[src/rtl/punc_mem_pkg.sv]
// Shared definitions for the PUnC memory arbiter.
// Holds the FSM state encodings, requester index constants and a helper
// that expands a requester index into a one-hot {dbg, dm, if} vector.
package punc_mem_pkg;

  typedef enum logic [1:0] {
    IDLE   = 2'd0,
    ACCESS = 2'd1,
    RESP   = 2'd2
  } state_e;

  localparam logic [1:0] REQ_IF  = 2'd0;
  localparam logic [1:0] REQ_DM  = 2'd1;
  localparam logic [1:0] REQ_DBG = 2'd2;

  // Bit order of the result is {dbg, dm, if}; an unused index gives no bit.
  function automatic logic [2:0] owner_onehot(input logic [1:0] idx);
    logic [2:0] vec;
    case (idx)
      REQ_IF:  vec = 3'b001;
      REQ_DM:  vec = 3'b010;
      REQ_DBG: vec = 3'b100;
      default: vec = 3'b000;
    endcase
    return vec;
  endfunction

endpackage

[src/rtl/punc_mem_arbiter_if.sv]
// Requester-side bundle of the PUnC memory arbiter.
// master: the requesters (fetch, data, debug) drive req/addr/we/wdata/lock
//         and receive gnt/rvalid pulses plus the shared rdata and busy.
// slave:  the arbiter, mirror image of master.
interface punc_mem_arbiter_if #(
  parameter int ADDR_W = 16,
  parameter int DATA_W = 16
);
  logic              if_req;
  logic              dm_req;
  logic              dbg_req;
  logic [ADDR_W-1:0] if_addr;
  logic [ADDR_W-1:0] dm_addr;
  logic [ADDR_W-1:0] dbg_addr;
  logic              dm_we;
  logic              dbg_we;
  logic [DATA_W-1:0] dm_wdata;
  logic [DATA_W-1:0] dbg_wdata;
  logic              dm_lock;
  logic              if_gnt;
  logic              dm_gnt;
  logic              dbg_gnt;
  logic              if_rvalid;
  logic              dm_rvalid;
  logic              dbg_rvalid;
  logic [DATA_W-1:0] rdata;
  logic              busy;

  modport master (
    output if_req, dm_req, dbg_req, if_addr, dm_addr, dbg_addr,
           dm_we, dbg_we, dm_wdata, dbg_wdata, dm_lock,
    input  if_gnt, dm_gnt, dbg_gnt, if_rvalid, dm_rvalid, dbg_rvalid,
           rdata, busy
  );

  modport slave (
    input  if_req, dm_req, dbg_req, if_addr, dm_addr, dbg_addr,
           dm_we, dbg_we, dm_wdata, dbg_wdata, dm_lock,
    output if_gnt, dm_gnt, dbg_gnt, if_rvalid, dm_rvalid, dbg_rvalid,
           rdata, busy
  );
endinterface

[src/rtl/punc_mem_prio_sel.sv]
// Fixed-priority winner picker (dbg > dm > if) with lock override.
// Ports: if_req/dm_req/dbg_req request lines, locked (memory reserved for
// the data port); win_valid says a winner exists, win_idx is its index.
module punc_mem_prio_sel
  import punc_mem_pkg::*;
(
  input  logic       if_req,
  input  logic       dm_req,
  input  logic       dbg_req,
  input  logic       locked,
  output logic       win_valid,
  output logic [1:0] win_idx
);

  // Pick the highest-priority requester; while locked only dm may win
  always_comb begin
    win_valid = 1'b0;
    win_idx   = REQ_IF;
    if (locked) begin
      if (dm_req) begin
        win_valid = 1'b1;
        win_idx   = REQ_DM;
      end else begin
        win_valid = 1'b0;
      end
    end else if (dbg_req) begin
      win_valid = 1'b1;
      win_idx   = REQ_DBG;
    end else if (dm_req) begin
      win_valid = 1'b1;
      win_idx   = REQ_DM;
    end else if (if_req) begin
      win_valid = 1'b1;
      win_idx   = REQ_IF;
    end else begin
      win_valid = 1'b0;
    end
  end

endmodule

[src/rtl/punc_mem_arbiter.sv]
// Sequencer/arbiter for the single-port PUnC LC3 memory.
// Ports: clk, rst (async, active-low); bus (slave side of the requester
// bundle); mem_addr/mem_we/mem_wdata drive the memory, mem_rdata is its
// synchronous read port (valid the cycle after mem_addr).
// Every access is IDLE (arbitrate + latch) -> ACCESS (gnt) -> RESP (rvalid,
// reads only). gnt/rvalid/busy/mem_we decode directly from flops, so there
// is no combinational path from any req to any output.
module punc_mem_arbiter
  import punc_mem_pkg::*;
#(
  parameter int ADDR_W = 16,
  parameter int DATA_W = 16
)(
  input  logic               clk,
  input  logic               rst,
  punc_mem_arbiter_if.slave  bus,
  output logic [ADDR_W-1:0]  mem_addr,
  output logic               mem_we,
  output logic [DATA_W-1:0]  mem_wdata,
  input  logic [DATA_W-1:0]  mem_rdata
);

  state_e            state_q, state_d;
  logic [1:0]        owner_q, owner_d;
  logic [ADDR_W-1:0] addr_q, addr_d;
  logic              we_q, we_d;
  logic [DATA_W-1:0] wdata_q, wdata_d;
  logic              locked_q, locked_d;
  logic [DATA_W-1:0] rdata_q, rdata_d;

  logic              win_valid_s;
  logic [1:0]        win_idx_s;
  logic [2:0]        gnt_vec_s;
  logic [2:0]        rvalid_vec_s;

  punc_mem_prio_sel u_prio_sel (
    .if_req    (bus.if_req),
    .dm_req    (bus.dm_req),
    .dbg_req   (bus.dbg_req),
    .locked    (locked_q),
    .win_valid (win_valid_s),
    .win_idx   (win_idx_s)
  );

  // Next-state logic and request latching
  always_comb begin
    state_d  = state_q;
    owner_d  = owner_q;
    addr_d   = addr_q;
    we_d     = we_q;
    wdata_d  = wdata_q;
    locked_d = locked_q;
    rdata_d  = rdata_q;
    case (state_q)
      IDLE: begin
        if (win_valid_s) begin
          owner_d = win_idx_s;
          state_d = ACCESS;
          case (win_idx_s)
            REQ_DBG: begin
              addr_d  = bus.dbg_addr;
              we_d    = bus.dbg_we;
              wdata_d = bus.dbg_wdata;
            end
            REQ_DM: begin
              addr_d   = bus.dm_addr;
              we_d     = bus.dm_we;
              wdata_d  = bus.dm_wdata;
              // Only a data-port grant can take or release the reservation
              locked_d = bus.dm_lock;
            end
            default: begin
              // Fetch is read-only; keep the previous write data on the bus
              addr_d = bus.if_addr;
              we_d   = 1'b0;
            end
          endcase
        end else begin
          state_d = IDLE;
        end
      end
      ACCESS: begin
        if (we_q) begin
          state_d = IDLE;
        end else begin
          state_d = RESP;
        end
      end
      RESP: begin
        rdata_d = mem_rdata;
        state_d = IDLE;
      end
      default: begin
        state_d = IDLE;
      end
    endcase
  end

  // State, latched request and read-data registers
  always_ff @(posedge clk or negedge rst) begin
    if (!rst) begin
      state_q  <= IDLE;
      owner_q  <= REQ_IF;
      addr_q   <= {ADDR_W{1'b0}};
      we_q     <= 1'b0;
      wdata_q  <= {DATA_W{1'b0}};
      locked_q <= 1'b0;
      rdata_q  <= {DATA_W{1'b0}};
    end else begin
      state_q  <= state_d;
      owner_q  <= owner_d;
      addr_q   <= addr_d;
      we_q     <= we_d;
      wdata_q  <= wdata_d;
      locked_q <= locked_d;
      rdata_q  <= rdata_d;
    end
  end

  // Grant and read-valid pulses decoded from state and owner flops
  always_comb begin
    gnt_vec_s    = 3'b000;
    rvalid_vec_s = 3'b000;
    case (state_q)
      ACCESS:  gnt_vec_s    = owner_onehot(owner_q);
      RESP:    rvalid_vec_s = owner_onehot(owner_q);
      default: begin
        gnt_vec_s    = 3'b000;
        rvalid_vec_s = 3'b000;
      end
    endcase
  end

  assign bus.if_gnt     = gnt_vec_s[0];
  assign bus.dm_gnt     = gnt_vec_s[1];
  assign bus.dbg_gnt    = gnt_vec_s[2];
  assign bus.if_rvalid  = rvalid_vec_s[0];
  assign bus.dm_rvalid  = rvalid_vec_s[1];
  assign bus.dbg_rvalid = rvalid_vec_s[2];
  assign bus.busy       = (state_q != IDLE);

  // The memory read port is itself a register, so passing it through in RESP
  // presents the word alongside rvalid; rdata_q keeps it afterwards.
  assign bus.rdata = (state_q == RESP) ? mem_rdata : rdata_q;

  assign mem_addr  = addr_q;
  assign mem_wdata = wdata_q;
  assign mem_we    = (state_q == ACCESS) && we_q;

endmodule

[src/flat_wrapper.sv]
// flat-port wrapper written by rule: the top's interface ports become plain ports
module punc_mem_arbiter_flat import punc_mem_pkg::*;
#(
  parameter int ADDR_W = 16,
  parameter int DATA_W = 16
)
  (clk, rst, mem_addr, mem_we, mem_wdata, mem_rdata, bus_if_req, bus_dm_req, bus_dbg_req, bus_if_addr, bus_dm_addr, bus_dbg_addr, bus_dm_we, bus_dbg_we, bus_dm_wdata, bus_dbg_wdata, bus_dm_lock, bus_if_gnt, bus_dm_gnt, bus_dbg_gnt, bus_if_rvalid, bus_dm_rvalid, bus_dbg_rvalid, bus_rdata, bus_busy);
  punc_mem_arbiter_if #(.ADDR_W(ADDR_W), .DATA_W(DATA_W)) bus_i ();
  input  logic clk;
  input  logic rst;
  output logic [ADDR_W-1:0] mem_addr;
  output logic mem_we;
  output logic [DATA_W-1:0] mem_wdata;
  input  logic [DATA_W-1:0] mem_rdata;
  input wire logic [$bits(bus_i.if_req)-1:0] bus_if_req;
  input wire logic [$bits(bus_i.dm_req)-1:0] bus_dm_req;
  input wire logic [$bits(bus_i.dbg_req)-1:0] bus_dbg_req;
  input wire logic [$bits(bus_i.if_addr)-1:0] bus_if_addr;
  input wire logic [$bits(bus_i.dm_addr)-1:0] bus_dm_addr;
  input wire logic [$bits(bus_i.dbg_addr)-1:0] bus_dbg_addr;
  input wire logic [$bits(bus_i.dm_we)-1:0] bus_dm_we;
  input wire logic [$bits(bus_i.dbg_we)-1:0] bus_dbg_we;
  input wire logic [$bits(bus_i.dm_wdata)-1:0] bus_dm_wdata;
  input wire logic [$bits(bus_i.dbg_wdata)-1:0] bus_dbg_wdata;
  input wire logic [$bits(bus_i.dm_lock)-1:0] bus_dm_lock;
  output wire logic [$bits(bus_i.if_gnt)-1:0] bus_if_gnt;
  output wire logic [$bits(bus_i.dm_gnt)-1:0] bus_dm_gnt;
  output wire logic [$bits(bus_i.dbg_gnt)-1:0] bus_dbg_gnt;
  output wire logic [$bits(bus_i.if_rvalid)-1:0] bus_if_rvalid;
  output wire logic [$bits(bus_i.dm_rvalid)-1:0] bus_dm_rvalid;
  output wire logic [$bits(bus_i.dbg_rvalid)-1:0] bus_dbg_rvalid;
  output wire logic [$bits(bus_i.rdata)-1:0] bus_rdata;
  output wire logic [$bits(bus_i.busy)-1:0] bus_busy;
  assign bus_i.if_req = bus_if_req;
  assign bus_i.dm_req = bus_dm_req;
  assign bus_i.dbg_req = bus_dbg_req;
  assign bus_i.if_addr = bus_if_addr;
  assign bus_i.dm_addr = bus_dm_addr;
  assign bus_i.dbg_addr = bus_dbg_addr;
  assign bus_i.dm_we = bus_dm_we;
  assign bus_i.dbg_we = bus_dbg_we;
  assign bus_i.dm_wdata = bus_dm_wdata;
  assign bus_i.dbg_wdata = bus_dbg_wdata;
  assign bus_i.dm_lock = bus_dm_lock;
  assign bus_if_gnt = bus_i.if_gnt;
  assign bus_dm_gnt = bus_i.dm_gnt;
  assign bus_dbg_gnt = bus_i.dbg_gnt;
  assign bus_if_rvalid = bus_i.if_rvalid;
  assign bus_dm_rvalid = bus_i.dm_rvalid;
  assign bus_dbg_rvalid = bus_i.dbg_rvalid;
  assign bus_rdata = bus_i.rdata;
  assign bus_busy = bus_i.busy;
  punc_mem_arbiter #(.ADDR_W(ADDR_W), .DATA_W(DATA_W)) u_core (.clk(clk), .rst(rst), .bus(bus_i), .mem_addr(mem_addr), .mem_we(mem_we), .mem_wdata(mem_wdata), .mem_rdata(mem_rdata));
endmodule
[config.mk]
export PLATFORM = sky130hd
export DESIGN_NAME = punc_mem_arbiter_flat
export DESIGN_NICKNAME = d
export VERILOG_FILES = /design/src/rtl/punc_mem_pkg.sv /design/src/rtl/punc_mem_arbiter_if.sv /design/src/rtl/punc_mem_prio_sel.sv /design/src/rtl/punc_mem_arbiter.sv /design/src/flat_wrapper.sv
export SDC_FILE = /design/constraint.sdc
export NUM_CORES = 1
export LEC_CHECK = 0
export ABC_AREA = 1
export CORE_MARGIN = 10
export CORE_UTILIZATION = 35
export CTS_CLUSTER_SIZE = 20
export DETAILED_ROUTE_END_ITERATION = 16
export DONT_BUFFER_PORTS = 1
export MAX_ROUTING_LAYER = met4
export PLACE_DENSITY = 0.58
export SETUP_SLACK_MARGIN = 0.05
export SYNTH_ARGS = -nofsm -noshare
export SYNTH_HDL_FRONTEND = slang
export SYNTH_SLANG_ARGS = --single-unit
export TNS_END_PERCENT = 20
[constraint.sdc]
create_clock -name clk -period 1.6 [get_ports clk]
set_input_delay 0.24 -clock clk [delete_from_list [all_inputs] [get_ports clk]]
set_output_delay 0.24 -clock clk [all_outputs]
set_load 0.1 [all_outputs]
==> impl_metrics.yaml <==
timing:
  rsz0062_at_grt: "true"
  fmax_mhz: 497.0
  slew_headroom_pct: 49.99
  skew_ns: 0.003909
  tightest_slew_ns: 0.7474
  hold_violations: 0
  slew_viol_final: 0
  post-route-period-util_pct: 125.8
  setup_violations: 36
  fin_ws_ns: -0.4121
  finalCriticalPeriod_ns: 2.012
critical_path:
  startpoint: "u_core.state_q[1]"
  worstPathArrival_ns: 1.77
  path_cells: "inv_2 > or2_4 > clkbuf_16 > o21ai_4"
  slowest_delay_ns: 0.58
  critical_path_class: "reg2out"
  cp_max_fo: 6
  required_ns: 1.36
  cp-start-kind: "register"
  end_kind: "output port"
  r2r_cells: 4
  r2r-start: "u_core.state_q[1]"
  slowest_stage: "o21ai_4"
cells_and_area:
  design_area_mm2: 0.004034
  layoutNonFillerInstCount: 565
  area_delta_synth_final_pct: 34.73
  drive_above_1_share_pct: 23.91
  nets: 566
  n_antenna_cell: 0
  nFillCells: 831
logic_synthesis:
  netlist_area_mm2: 0.002994
  synthArstFlopShare_pct: 100.0
  yosysSeqAreaShare_pct: 45.13
  synth_nets: 518
  yosys_warnings: 0
  synth.distinct_cells: 22
  yosysMostFrequentCell: "nand2_1"
  ys_top_cells_by_area: "dfrtp_1, nand2_1, o21ai_2"
  synth_top_area_share_pct: 45.13
  synth_edf_count: 0
  syn_area_per_cell_um2: 7.285
  synth_ff_type: "dfrtp_1"
  synthCells: 411
  ys_ff_latch: 54
  synth_largest_area_cell: "dfrtp_1"
  synthTopCellsByCount: "nand2_1, dfrtp_1, inv_1"
drt:
  wl_um: 9480
  wl_met3_um: 700
  wire_per_inst_um: 16.78
  ant_nets: 0
  drt-met1-wl_um: 4069
  viasPerCell: 4.816
  vias: 2721
  wl_met2_um: 4671
  highest_layer: "met4"
  drc: 0
  first_iter_violations: 125
  drt-pass1-iter-count: 4
status:
  status: "finished with violations"
  violations: "setup timing"
place:
  dpl.hpwl_um: 7189
  place_area_mm2: 0.003751
  io_buffers: 0
  gp_congestion: 0.7810
  placed_cells: 552
die:
  rows: 33
  chipWidth_um: 112.5
  die_y_um: 112.5
  die_area_mm2: 0.01265
  coreArea_mm2: 0.008258
  design.portCount: 160
  start_util_pct: 36.26
clock_network:
  clock-sinks: 54
  cts_tree: "yes"
  root_buffer: "clkbuf_8"
  clockBufferDepth: 2
  htree_levels: 2
  clk_latency_ns: 0.30
  cts.clk_slew.worst_paths_ns: 0.10
  cts-buffers-inserted: 5
global_route:
  track_usage_pct: 15.06
  grt_pass1_vias: 2941
  antenna_found_initial: 0
  grt_max_degree: 55
  grt_pass1_wl_um: 15410
  gr-total-overflow: 0
job:
  cap_violations: 0
worst_hold_path:
  min_path_type: "in2reg"
  holdPathStages: 2
  hp-start: "bus_dm_lock"
-- flip-flops by register name, summed over array words and instances (netlist names) --
register,count
u_core.mem_addr,16
u_core.mem_wdata,16
u_core.rdata_q,16
u_core.owner_q,2
u_core.state_q,2
u_core.locked_q,1
u_core.we_q,1
-- metal layers --
layer	vias up	GRT usage (%)
met4	0	2.792
met1	1251	17.69
li1	1352	-
met5	-	-
met3	2	5.165
met2	116	24.64
-- worst paths after layout --
check	end	slack, ns
max	bus_rdata[12]	-0.41
min	u_core.locked_q	0.1
max reg2reg	u_core.rdata_q[12]	-0.04
min reg2reg	u_core.state_q[1]	0.46
max in group asynchronous	u_core.owner_q[1]	0.89
min in group asynchronous	u_core.rdata_q[8]	0.47
-- worst max-delay path, delay by kind of cell, from the launching register on --
kind	cells	cell delay, ns
and+or+nand+nor	1	0.29
DFF	1	0.37
buffers and inverters	2	0.23
AOI/OAI and AO/OA	1	0.58
-- final cells by class --
cell class | count | area [um2] | share of cell area (%)
Timing Repair Buffer | 64 | 743.2 | 18.42
Clock buffer | 7 | 76.32 | 1.892
Clock inverter | 1 | 30.03 | 0.7444
Tap cell | 105 | 131.4 | 3.257
Multi-Input combinational cell | 305 | 1585 | 39.30
Inverter | 29 | 113.9 | 2.823
Sequential cell | 54 | 1354 | 33.56
-- layout by cell type, fill, tap and decap left out, drive strengths merged --
cell type,n
nand3,2
ha,3
nand2,253
nor3,6
clkinv,1
o21ai,19
dfrtp,54
nand4,17
or2,1
clkbuf,8
dlygate4sd3,1
bufinv,1
a31oi,1
buf,62
nor2,3
inv,28
-- metrics by stage --
| stage | hold WS [ns] | util (%) | setup slack (ns) | TNS, ns |
|---|---|---|---|---|
| 6_report | 0.09771 | 48.85 | -0.4121 | -7.677 |
| 4_1_cts | 0.09159 | 47.79 | -0.4507 | -8.532 |
| 5_1_grt | 0.09113 | 48.85 | -0.4781 | -11.55 |
| 3_5_place_dp | -0.05369 | 45.42 | -0.1144 | -3.369 |
| 3_3_place_gp | -0.05388 | 45.42 | -0.09078 | -1.784 |
| 2_1_floorplan | -0.05559 | - | -0.3042 | -4.596 |
-- timing repair --
action | in CTS | in global routing
gates cloned | 1 | 1
hold buffers | 2 | 0
setup endpoints to repair | 63 | 70
hold endpoints to repair | 54 | 0
gates resized for setup | 9 | 12
pin swaps | 3 | 4
buffers inserted | 0 | 1
-- cell families after synthesis --
| family | share of synthesized area [%] |
|---|---|
| adder cells (fa/ha/maj) | 1.254 |
| AND/OR/NAND/NOR | 39.20 |
| buffers and inverters | 9.026 |
| AO/OA/AOI/OAI | 5.391 |
| flip-flops | 45.13 |
Power is left out: the tool's default activity adds up to more than one toggle a clock period on the data nets, which glitch-free logic cannot reach.
